$ cat config.mk
export PLATFORM = sky130hd
export DESIGN_NAME = iq_modulator
export DESIGN_NICKNAME = d
export VERILOG_FILES = /design/src/rtl/lockin_pkg.sv /design/src/rtl/amp_slew.sv /design/src/rtl/iq_modulator.sv
export SDC_FILE = /design/constraint.sdc
export NUM_CORES = 1
export LEC_CHECK = 0
export BUFFER_PORTS_ARGS = -buffer_cell sky130_fd_sc_hd__clkbuf_2
export CORE_ASPECT_RATIO = 1.75
export CORE_MARGIN = 2
export CORE_UTILIZATION = 50
export DETAILED_ROUTE_END_ITERATION = 6
export GPL_TIMING_DRIVEN = 1
export PLACE_DENSITY_LB_ADDON = 0.05
export SYNTH_ARGS = -nofsm -noshare
export SYNTH_HDL_FRONTEND = slang
export SYNTH_SLANG_ARGS = --single-unit
$ cat constraint.sdc
create_clock -name clk -period 11.2 [get_ports clk]
set_input_delay 1.68 -clock clk [delete_from_list [all_inputs] [get_ports clk]]
set_output_delay 1.68 -clock clk [all_outputs]
set_load 0.1 [all_outputs]
$ cat src/rtl/lockin_pkg.sv
// Shared lock-in/modulator definitions: FSM state type, Q-format width helpers
// and the signed saturation used wherever a wide value is cast to a narrower Q1 format.
package lockin_pkg;

    typedef enum logic [1:0] {
        OFF,
        RAMP,
        ON,
        RAMP_DOWN
    } lockin_state_t;

    // One guard bit above the Q2 product keeps the two-term sum from wrapping.
    localparam int ACC_GUARD_BITS = 1;

    function automatic int frac_bits(input int width);
        return width - 1;
    endfunction

    function automatic int dropped_bits(input int a_bits, input int b_bits, input int out_bits);
        return frac_bits(a_bits) + frac_bits(b_bits) - frac_bits(out_bits);
    endfunction

    function automatic logic signed [63:0] sat_signed(input logic signed [63:0] value,
                                                      input int bits);
        logic signed [63:0] max_v;
        logic signed [63:0] min_v;
        max_v = (64'sd1 <<< (bits - 1)) - 64'sd1;
        min_v = -(64'sd1 <<< (bits - 1));
        if (value > max_v) begin
            return max_v;
        end
        if (value < min_v) begin
            return min_v;
        end
        return value;
    endfunction

endpackage

$ cat src/rtl/amp_slew.sv
// Per-channel amplitude slew limiter: on each tick cur moves toward target by at
// most step (step = 0 snaps). at_target reflects the value cur takes at this tick.
module amp_slew
    import lockin_pkg::*;
#(
    parameter int AMP_BITS = 16
) (
    input  logic                clk,
    input  logic                rst,
    input  logic                tick,
    input  logic [AMP_BITS-1:0] target,
    input  logic [AMP_BITS-2:0] step,
    output logic [AMP_BITS-1:0] cur,
    output logic                at_target
);

    logic signed [AMP_BITS:0] diff;
    logic        [AMP_BITS:0] mag;
    logic        [AMP_BITS:0] step_ext;
    logic [AMP_BITS-1:0]      cur_next;

    always_comb begin
        diff     = $signed({target[AMP_BITS-1], target}) - $signed({cur[AMP_BITS-1], cur});
        mag      = diff[AMP_BITS] ? -diff : diff;
        step_ext = {2'b00, step};
        cur_next = target;
        if ((step != '0) && (mag > step_ext)) begin
            cur_next = diff[AMP_BITS] ? (cur - {1'b0, step}) : (cur + {1'b0, step});
        end
        at_target = (cur_next == target);
    end

    always_ff @(posedge clk) begin
        if (!rst) begin
            cur <= '0;
        end else if (tick) begin
            cur <= cur_next;
        end
    end

endmodule

$ cat src/rtl/iq_modulator.sv
// Quadrature modulator: signal_out = X_cur*cos_ref + Y_cur*sin_ref with slewed amplitudes,
// one shared multiplier at clk = 2*Fs. Define IQ_MODULATOR_ROUND_EN for round-half-up output.
module iq_modulator
    import lockin_pkg::*;
#(
    parameter int INPUT_BITS  = 16,
    parameter int AMP_BITS    = 16,
    parameter int OUTPUT_BITS = 16
) (
    input  logic                   clk,
    input  logic                   rst,
    input  logic                   enable,
    input  logic [AMP_BITS-1:0]    X_in,
    input  logic [AMP_BITS-1:0]    Y_in,
    input  logic [AMP_BITS-2:0]    ramp_step,
    input  logic [INPUT_BITS-1:0]  sin_ref,
    input  logic [INPUT_BITS-1:0]  cos_ref,
    input  logic                   in_valid,
    output logic [OUTPUT_BITS-1:0] signal_out,
    output logic                   out_valid,
    output logic                   sat,
    output logic                   active,
    output logic                   settled
);

    localparam int PROD_W = AMP_BITS + INPUT_BITS;
    localparam int ACC_W  = PROD_W + ACC_GUARD_BITS;
    localparam int DROP   = dropped_bits(AMP_BITS, INPUT_BITS, OUTPUT_BITS);

`ifdef IQ_MODULATOR_ROUND_EN
    localparam logic signed [ACC_W-1:0] RND_ADD = ACC_W'(1) <<< (DROP - 1);
`else
    localparam logic signed [ACC_W-1:0] RND_ADD = '0;
`endif

    logic                         phase;
    logic                         tick;
    logic [4:0]                   t_pipe;
    logic [AMP_BITS-1:0]          x_tgt, y_tgt;
    logic [AMP_BITS-1:0]          x_cur, y_cur;
    logic                         x_at, y_at;
    logic signed [INPUT_BITS-1:0] cos_r, sin_r;
    logic signed [AMP_BITS-1:0]   mul_a;
    logic signed [INPUT_BITS-1:0] mul_b;
    logic signed [PROD_W-1:0]     prod;
    logic signed [PROD_W-1:0]     acc_a;
    logic signed [ACC_W-1:0]      sum;
    logic signed [ACC_W-1:0]      rounded;
    logic signed [ACC_W-1:0]      shifted;
    logic signed [63:0]           sat_v;
    logic                         clipped;
    lockin_state_t                state, state_next;

    assign tick  = in_valid & ~phase;
    assign x_tgt = enable ? X_in : '0;
    assign y_tgt = enable ? Y_in : '0;

    amp_slew #(.AMP_BITS(AMP_BITS)) u_slew_x (
        .clk       (clk),
        .rst       (rst),
        .tick      (tick),
        .target    (x_tgt),
        .step      (ramp_step),
        .cur       (x_cur),
        .at_target (x_at)
    );

    amp_slew #(.AMP_BITS(AMP_BITS)) u_slew_y (
        .clk       (clk),
        .rst       (rst),
        .tick      (tick),
        .target    (y_tgt),
        .step      (ramp_step),
        .cur       (y_cur),
        .at_target (y_at)
    );

    // Decisions use the post-update amplitudes so a single-step ramp settles in one sample.
    always_comb begin
        state_next = state;
        if (tick) begin
            unique case (state)
                OFF:       if (enable) state_next = (x_at && y_at) ? ON : RAMP;
                RAMP:      if (!enable) state_next = (x_at && y_at) ? OFF : RAMP_DOWN;
                           else if (x_at && y_at) state_next = ON;
                ON:        if (!enable) state_next = (x_at && y_at) ? OFF : RAMP_DOWN;
                           else if (!(x_at && y_at)) state_next = RAMP;
                RAMP_DOWN: if (enable) state_next = (x_at && y_at) ? ON : RAMP;
                           else if (x_at && y_at) state_next = OFF;
                default:   state_next = OFF;
            endcase
        end
    end

    assign active  = (state != OFF);
    assign settled = (state == ON);

    always_ff @(posedge clk) begin
        if (!rst) begin
            state  <= OFF;
            phase  <= 1'b0;
            t_pipe <= '0;
            cos_r  <= '0;
            sin_r  <= '0;
        end else begin
            state  <= state_next;
            phase  <= in_valid ? ~phase : 1'b0;
            t_pipe <= {t_pipe[3:0], tick};
            if (tick) begin
                cos_r <= cos_ref;
                sin_r <= sin_ref;
            end
        end
    end

    // Cycle A (t_pipe[0]) multiplies X by cos, the following cycle Y by sin.
    assign mul_a = t_pipe[0] ? x_cur : y_cur;
    assign mul_b = t_pipe[0] ? cos_r : sin_r;

    always_comb begin
        rounded = sum + RND_ADD;
        shifted = rounded >>> DROP;
        sat_v   = sat_signed(64'(shifted), OUTPUT_BITS);
        clipped = (sat_v != 64'(shifted));
    end

    always_ff @(posedge clk) begin
        if (!rst) begin
            prod       <= '0;
            acc_a      <= '0;
            sum        <= '0;
            signal_out <= '0;
            sat        <= 1'b0;
            out_valid  <= 1'b0;
        end else begin
            prod      <= PROD_W'(mul_a) * PROD_W'(mul_b);
            out_valid <= t_pipe[3] | t_pipe[4];
            if (t_pipe[1]) begin
                acc_a <= prod;
            end
            if (t_pipe[2]) begin
                sum <= ACC_W'(acc_a) + ACC_W'(prod);
            end
            if (t_pipe[3]) begin
                signal_out <= sat_v[OUTPUT_BITS-1:0];
                sat        <= clipped;
            end
        end
    end

endmodule

==> results.ini <==
[synthesis]
ys_types = 89
synthArstFlopShare_pct = 0
syn_nets = 3300
synth_seq_cells = 172
syn_area_um2 = 22790
yosys-top-cells-count = 373 x inv_1, 312 x nand2_1, 284 x nor2_1, 264 x fa_1, 205 x ha_1
synth_top_area_share_pct = 23.19
yosysTopAreaCell = fa_1
yosys-top-cells-area = fa_1 23%, dfxtp_1 15%, ha_1 11%, inv_1 6.1%, nand2_1 5.1%
ys_seq_area_share_pct = 15.11
synth_ff_type = dfxtp_1
ys.warnings.count = 0
syn_inst = 2748
avgSynthCellArea_um2 = 8.295
yosysMostFrequentCell = inv_1
synth_edf_count = 0

[place]
dp.cells = 3351
pre_cts_ws_ns = 2.302
dp_hpwl_um = 59130
post_dp_cell_area_um2 = 23790
gp_congestion = 0.9517
port_buffers = 102

[clock_network]
cts_sinks = 172
htree_levels = 4
clock_latency_ns = 0.47
ctsHoldBuffers = 0
clock_path_buffers = 2
cts-resized-gates = 0
cts_setup_buffers = 0
root_buffer = clkbuf_16
cts_inserted_buffers = 17
cts_tree = built
clkTransAtPathRegs_ns = 0.08

[critical_path]
critical_path.max_fanout = 39
rrSetupSlack_ns = 3.22
arrival_ns = 8.92
worst-r2r-cell-count = 26
reg2reg_to = prod[30]
endpoint_kind = flop
r2r_start = t_pipe[0]
start_kind = primary input
crit_type = in -> reg
crit_required_ns = 11.57

[routing]
via_count = 19360
wl_um = 71660
drc = 2
drt_first_pass_iters = 7
vias_per_cell = 5.722
ant_nets = 0
wl_per_cell_um = 21.18
drt_iter0_markers = 872

[timing]
post-route-period-util_pct = 76.34
timing.setup.tns_ns = 0
worst-slew-pin-transition_ns = 1.190
hold_violations = 0
timing.final.crit_period_ns = 8.551
setup_slack_ns = 2.649
max-slew-margin-rel_pct = 19.80
fmax_ghz = 0.1170
final-setup-viol-count = 0
finalClockSkew_ns = 0.01427
rsz0062_at_grt = false
slew_violations = 0

[min_path]
hp-class = reg -> reg
whs_endpoint = out_valid
holdPathStages = 2
min-delay-start = t_pipe[4]

[power_and_ir_drop]
ir_drop_uv = 200.4
leakage_uw = 0.01090
power_uw = 5762
power-per-cell-area_nw_per_um2 = 236.0

[floorplanning]
die_h_um = 286.5
core_um2 = 45110
rows = 103
die_w_um = 165.4
die-area_um2 = 47380
ios = 103
start_util_pct = 50.54

[global_route]
antenna_found_initial = 1
grt_start_max_net_pins = 97
grt_pass1_wl_um = 111600
track_usage_pct = 31.42
grt_pass1_vias = 20440
globalRouteOverflowTotal = 0

[finish]
drive_gt1_share_pct = 7.306
syn2layout_area_growth_pct = 7.125
finalNonFillerCells = 3384
design_area_um2 = 24420
fin_nets = 3345

[status]
violations = design-rule violations
status = complete, but fails checks

[job]
cap_violations = 0

==> logic make-up (layout without fill, tap and decap cells) <==
family                     Yosys count  count (layout)  share of synthesized area, %
AOI/OAI and AO/OA                  517             517                         14.32
xor gates and xnor gates           176             176                         7.015
adders and majority gates          469             469                         34.44
buffers and inverters              469             527                         7.888
DFF                                172             172                         15.11
muxes                               98              98                         4.435
other                                0               1                             0
and+or+nand+nor                    847             847                         16.80
==> per-stage QoR <==
stage               hold slack [ns]  util, %
floorplan                    0.4114        -
global placement             0.4277    52.74
detailed placement           0.4292    52.74
CTS                          0.4491    54.13
global route                 0.4750    54.14
finish                       0.4453    54.14
==> state kept, by name (all words and copies together) (netlist names) <==
signal	flops
prod	32
sin_r	16
sum	18
out_valid	1
u_slew_y.cur	16
cos_r	16
u_slew_x.cur	16
t_pipe	5
phase	1
state	2
sat	1
acc_a	32
signal_out	16
==> power by group <==
group | switching (µW) | internal [µW] | total, µW
clock | 334 | 310 | 644
sequential | 110 | 705 | 816
combinational | 2550 | 1750 | 4300
==> routing by layer <==
layer | track usage (%) | routed length [µm]
met2 | 59.46 | 38810
met4 | 24.22 | 6432
met3 | 4.119 | 2713
met5 | 0 | 0
met1 | 29.82 | 23710
==> area by class of cell <==
cell class / count / area (µm²)
Antenna cell: 1 / 2.502
Clock buffer: 17 / 425.4
Clock inverter: 15 / 203.9
Fill cell: 4414 / 20690
Inverter: 374 / 1405
Multi-Input combinational cell: 2107 / 17560
Sequential cell: 172 / 3446
Tap cell: 577 / 721.9
Timing Repair Buffer: 121 / 653.1
==> worst max-delay path, cell delays in order <==
cell and delay [ns]:
clkbuf_2 0.48, buf_4 0.47, nand2_1 0.18, inv_1 0.09, ha_1 0.31, and3_1 0.20, o2111ai_1 0.10, o211ai_1 0.20
o21a_1 0.26, a31o_2 0.27, a2111oi_4 0.39, a21oi_1 0.07, buf_4 0.22, nand2_1 0.09, xnor2_1 0.14, ha_1 0.30
a2111oi_0 0.92, nand2b_1 0.12, o22ai_1 0.23, o21bai_1 0.11, xor2_1 0.24, xor2_1 0.10, or2_2 0.29, or4_1 0.50
o31a_1 0.36, a2111o_1 0.41, and3_1 0.14
==> layout by cell type, fill, tap and decap left out, types with 8 or more instances in the layout <==
cell type / instances
o21ai_0: 126
and2_1: 32
or2_2: 11
and3_1: 15
dfxtp_1: 170
or3_1: 12
a21o_1: 31
o2111ai_1: 8
inv_1: 373
o21a_1: 35
nand2_1: 312
nor2_1: 284
nor4_1: 8
buf_4: 19
fa_1: 264
o21ai_1: 15
xnor2_1: 125
mux2_2: 17
ha_1: 205
o211ai_1: 8
nand4_1: 16
clkbuf_2: 102
clkbuf_16: 17
a21oi_1: 167
nand3b_1: 8
nand2b_1: 40
mux2i_1: 77
a31oi_1: 22
a211oi_1: 11
nor3_1: 31
nand3_1: 24
nor2b_1: 29
xor2_1: 47
==> worst max-delay path by stage <==
stage                      start  endpoint  slack, ns  cells past startpoint
after floorplan           enable  state[1]       2.52                     32
after global routing      enable  state[1]       2.32                     27
after CTS                 enable  state[1]       2.78                     27
after global placement    enable  state[1]       2.38                     26
final                     enable  state[1]       2.65                     27
after detailed placement  enable  state[1]       2.30                     27
Power figures use the tool's default switching activity.
